--- config.mk ---
export PLATFORM = sky130hd
export DESIGN_NAME = wb_writer
export DESIGN_NICKNAME = d
export VERILOG_FILES = /design/src/rtl/wb_writer.sv
export SDC_FILE = /design/constraint.sdc
export NUM_CORES = 1
export LEC_CHECK = 0
export ABC_AREA = 0
export CAP_MARGIN = 10
export CORE_MARGIN = 1.5
export CORE_UTILIZATION = 45
export CTS_CLUSTER_DIAMETER = 50
export DETAILED_ROUTE_END_ITERATION = 8
export PLACE_DENSITY = 0.81
export SYNTH_ARGS = -nofsm -noshare
export SYNTH_HDL_FRONTEND = slang
export SYNTH_SLANG_ARGS = --single-unit
--- constraint.sdc ---
create_clock -name clk -period 3 [get_ports clk]
set_input_delay 0.9 -clock clk [delete_from_list [all_inputs] [get_ports clk]]
set_output_delay 0.9 -clock clk [all_outputs]
set_load 0.02 [all_outputs]
--- src/rtl/wb_writer.sv ---
// wb_writer: MEM/WB write-back stage that drives the register-file write port,
// stalling MEM while a load waits on SRAM, with flush, load timeout and retire counting.
module wb_writer #(
    parameter int NUM_REGS     = 12,
    parameter int LOAD_TIMEOUT = 255
) (
    input  logic        clk,
    input  logic        rst,
    input  logic        mem_valid,
    input  logic        mem_we,
    input  logic        mem_load,
    input  logic [3:0]  mem_waddr,
    input  logic [15:0] mem_wdata,
    input  logic [15:0] ram_rdata,
    input  logic        ram_ready,
    input  logic        flush,
    output logic        stall_req,
    output logic [15:0] regData,
    output logic [3:0]  regAddr,
    output logic        we,
    output logic [15:0] retire_cnt,
    output logic        bad_addr,
    output logic        load_timeout
);
    typedef enum logic {IDLE, WAIT} state_t;

    localparam logic [4:0]  NR     = 5'(NUM_REGS);
    localparam logic [15:0] TMO_M1 = 16'(LOAD_TIMEOUT - 1);

    state_t      state, state_n;
    logic [3:0]  laddr;
    logic [15:0] wcnt;
    logic        in_legal, l_legal, acc, go_wait, imm, done, tmo, imm_wr, ld_wr;

    always_comb begin
        in_legal  = {1'b0, mem_waddr} < NR;
        l_legal   = {1'b0, laddr} < NR;
        acc       = (state == IDLE) & mem_valid & ~flush;
        go_wait   = acc & mem_load & mem_we;
        imm       = acc & ~(mem_load & mem_we);
        done      = (state == WAIT) & ram_ready & ~flush;
        tmo       = (state == WAIT) & ~ram_ready & ~flush & (wcnt >= TMO_M1);
        imm_wr    = imm & mem_we & in_legal;
        ld_wr     = done & l_legal;
        stall_req = (state == WAIT) & ~ram_ready & ~flush;
        state_n   = go_wait ? WAIT
                  : ((state == WAIT) & (ram_ready | flush | tmo)) ? IDLE : state;
    end

    always_ff @(posedge clk) begin
        if (!rst) begin
            state        <= IDLE;
            regData      <= '0;
            regAddr      <= '0;
            we           <= 1'b0;
            retire_cnt   <= '0;
            bad_addr     <= 1'b0;
            load_timeout <= 1'b0;
            laddr        <= '0;
            wcnt         <= '0;
        end else begin
            state <= state_n;
            we    <= imm_wr | ld_wr;
            if (imm_wr) begin
                regAddr <= mem_waddr;
                regData <= mem_wdata;
            end else if (ld_wr) begin
                regAddr <= laddr;
                regData <= ram_rdata;
            end
            if (imm | done | tmo) retire_cnt <= retire_cnt + 16'd1;
            if (acc & mem_we & ~in_legal) bad_addr <= 1'b1;
            if (tmo) load_timeout <= 1'b1;
            if (go_wait) begin
                laddr <= mem_waddr;
                wcnt  <= '0;
            end else if (state == WAIT) begin
                wcnt <= wcnt + 16'd1;
            end
        end
    end
endmodule

==> run_results.csv, run 1 <==
group,metric,value,unit
die,rows,28,
layout,drive_gt1_share,8.35,%
clocking,cts_setup_buffers,0,
clocking,cts.path.max_buffers,2,
sta,holdWs,453,ps
logic_synthesis,avgSynthCellArea,8.79,um2
sta,slew_headroom,56.2,%
sta,fin_tns_setup,0,ps
layout,final_cell_mix,"clkdlybuf4s50_1, dfxtp_1, nand2_1, nor2_1, a21oi_1",
layout,fin_area,0.00384,mm2
grt,grt_pass1_vias,2369,
placement,place_area,0.00368,mm2
power_and_ir_drop,leakage,0.00136,uW
layout,instances_no_fill,482,
die,dieArea,0.00660,mm2
sta,maxSlewViolCount,0,
clocking,ctsHtreeMaxLevel,3,
setup_path,crit_path_start_kind,"primary input",
logic_synthesis,synth_compound_area_share,16.9,%
drt,ant_nets,0,
logic_synthesis,yosys_warnings,0,
logic_synthesis,synthArstFlopShare,0,%
drt,viasPerCell,5.27,
min_path,hp-class,"flop to flop",
clocking,clk_transition_reported_paths,60,ps
grt,track_usage,21.3,%
sta,rsz0062_at_grt,"false",
placement,placedCellCount,466,
drt,wl,6520,um
setup_path,cp.buffers_inverters,2,
logic_synthesis,ys_seq_area_share,43.6,%
logic_synthesis,synth-edff-count,0,
layout,diodes,0,
setup_path,worst_path_max_delay_cell,"clkdlybuf4s50_1",
sta,setup_violations,0,
logic_synthesis,synth_top_family_by_area,"simple AND/OR/NAND/NOR gates",
grt,grt_start_max_net_pins,28,
setup_path,cp_max_fo,2,
setup_path,max_stage_delay,470,ps
setup_path,reg2regPathDepth,6,
setup_path,critPathTopFamily,"buffers and inverters",
clocking,cts_resized,1,
outcome,status,"finished, final reports clean",
layout,layout.nets,448,
sta,finClkSkew,6.47,ps
logic_synthesis,synthXorXnorAreaFrac,5.09,%
setup_path,required,2100,ps
sta,hold_viol,0,
setup_path,critPathArrivalTime,1930,ps
logic_synthesis,synthMuxAreaShare,5.09,%
logic_synthesis,synthesis.area,0.00275,mm2
clocking,clock_latency,340,ps
setup_path,crit_cells,3,
logic_synthesis,netlist_instances,313,
sta,fin_crit,2830,ps
setup_path,crit_chain,"clkdlybuf4s50_1, nor3b_4, dlygate4sd2_1",
grt,grt_pass1_wl,10800,um
placement,dp_hpwl,4740,um
drt,drt_pass1_iterations,4,
power_and_ir_drop,powerDensity,416,mW/mm2
sta,finalCritPeriodShare,94.5,%
grt,antenna_found_initial,0,
power_and_ir_drop,peakVddDrop,233,uV
clocking,cts_tree,"done",
logic_synthesis,synth_ff_type,"dfxtp_1",
sta,max_freq,353,MHz
job,maxCapViolations,0,
clocking,numClockSinks,60,
die,boundaryPins,83,
die,initial_utilization,46.5,%
min_path,min_path_cells,2,
clocking,holdBufCountCts,0,
die,core_area,0.00592,mm2
drt,drtIter0Drc,87,
die,die_x,81.2,um
layout,syn_to_final_growth,39.5,%
drt,drc_errors,0,
placement,gp_congestion,0.824,
clocking,cts_root_buffer,"clkbuf_8",
drt,vias,2540,
sta,worst_pin_slew,652,ps
placement,io_buffers,82,
grt,grt_overflow,0,
layout,final_common_cell,"clkdlybuf4s50_1",
logic_synthesis,synth_simple_gate_area_share,24.0,%
clocking,cts_made_buffers,9,
drt,wl_per_cell,13.5,um
setup_path,critPathCaptureType,"primary output",
logic_synthesis,synth-adder-area-share,1.36,%
setup_path,worstSetupPathType,"primary input to primary output",
logic_synthesis,synth_fp_nets,359,
logic_synthesis,synth_seq_cells,60,
logic_synthesis,synth_cell_types,44,
die,fp.dieH,81.2,um
==> stage by stage <==
step	power (uW)	worst slack (ps)	util, %
2_1_floorplan	901	823	-
6_report	1600	166	64.9
5_1_grt	1660	114	64.9
4_1_cts	1610	157	64.9
3_3_place_gp	995	-90.9	62.1
3_5_place_dp	998	-116	62.1
==> where the power goes <==
| group | internal [uW] | total, uW | switching, uW |
|---|---|---|---|
| Sequential | 809 | 818 | 8.84 |
| Combinational | 91.1 | 163 | 72.1 |
| Clock | 321 | 618 | 297 |
| Total | 1220 | 1600 | 378 |
==> worst paths after layout <==
check / slack (ps) / to / start
max: 170 / stall_req / flush
min: 450 / regData[14] / regData[14]
max reg2reg: 1090 / retire_cnt[9] / state
min reg2reg: 450 / regData[14] / regData[14]
==> Yosys cell counts, types with 2 or more instances <==
cell | n | area (um2)
a211oi_1 | 9 | 67.6
a21oi_1 | 24 | 120
a22oi_1 | 16 | 120
and3_1 | 2 | 12.5
buf_2 | 3 | 15.0
buf_4 | 4 | 30.0
clkbuf_1 | 6 | 22.5
dfxtp_1 | 60 | 1200
ha_1 | 3 | 37.5
inv_1 | 7 | 26.3
mux2i_1 | 14 | 140
nand2_1 | 52 | 195
nand2b_1 | 13 | 81.3
nand3_1 | 10 | 50.1
nand4_1 | 7 | 43.8
nor2_1 | 27 | 101
nor3_1 | 8 | 40.0
nor4_1 | 2 | 12.5
o2111a_1 | 2 | 22.5
o211a_1 | 2 | 20.0
o221ai_1 | 2 | 17.5
o22ai_1 | 3 | 18.8
or2_2 | 2 | 12.5
xnor2_1 | 5 | 43.8
xor2_1 | 11 | 96.3
==> sequential cells by signal, summed over array words and instances (netlist names) <==
register / cells
regAddr: 4
wcnt: 16
laddr: 4
state: 1
regData: 16
we: 1
bad_addr: 1
load_timeout: 1
retire_cnt: 16
==> area by class of cell <==
type	count	area (um2)
fillers	479	2080
clock inverters	2	10.0
well taps	75	93.8
multi-input cells	231	1440
flip-flops and latches	60	1200
repair buffers	93	915
clock buffers	14	153
inverters	7	26.3
==> cell families (layout without fill, tap and decap cells) <==
logic type	count (synthesis)	count (layout)
AO/OA/AOI/OAI	65	65
XOR/XNOR	16	16
adder cells (fa/ha/maj)	3	3
buffers and inverters	22	116
flip-flops	60	60
multiplexers	14	14
AND/OR/NAND/NOR	133	133
==> per-layer routing <==
layer  wire, um  global-route usage, %  vias up  share of wire (%)
met4        155                   11.7        0                2.4
met5          0                      0        -                  0
met2       3180                   35.9       53                 49
li1           -                      -     1280                  -
met1       2930                   25.3     1192                 45
met3        257                   4.04       15                3.9
==> worst reg2reg max path, cell delays in order (launching register included) <==
cell	delay, ps
dfxtp_1	550
nor3b_4	260
buf_4	170
inv_1	60
nor3_2	390
o2111a_1	240
mux2i_1	160
No activity file was read; power rests on OpenSTA's default activity.
==> run 2: changes to the inputs <==
- SKIP_LAST_GASP: not set -> 1
==> results of run 2 <==
Final layout, timing and power as in run 1 (identical DEF).
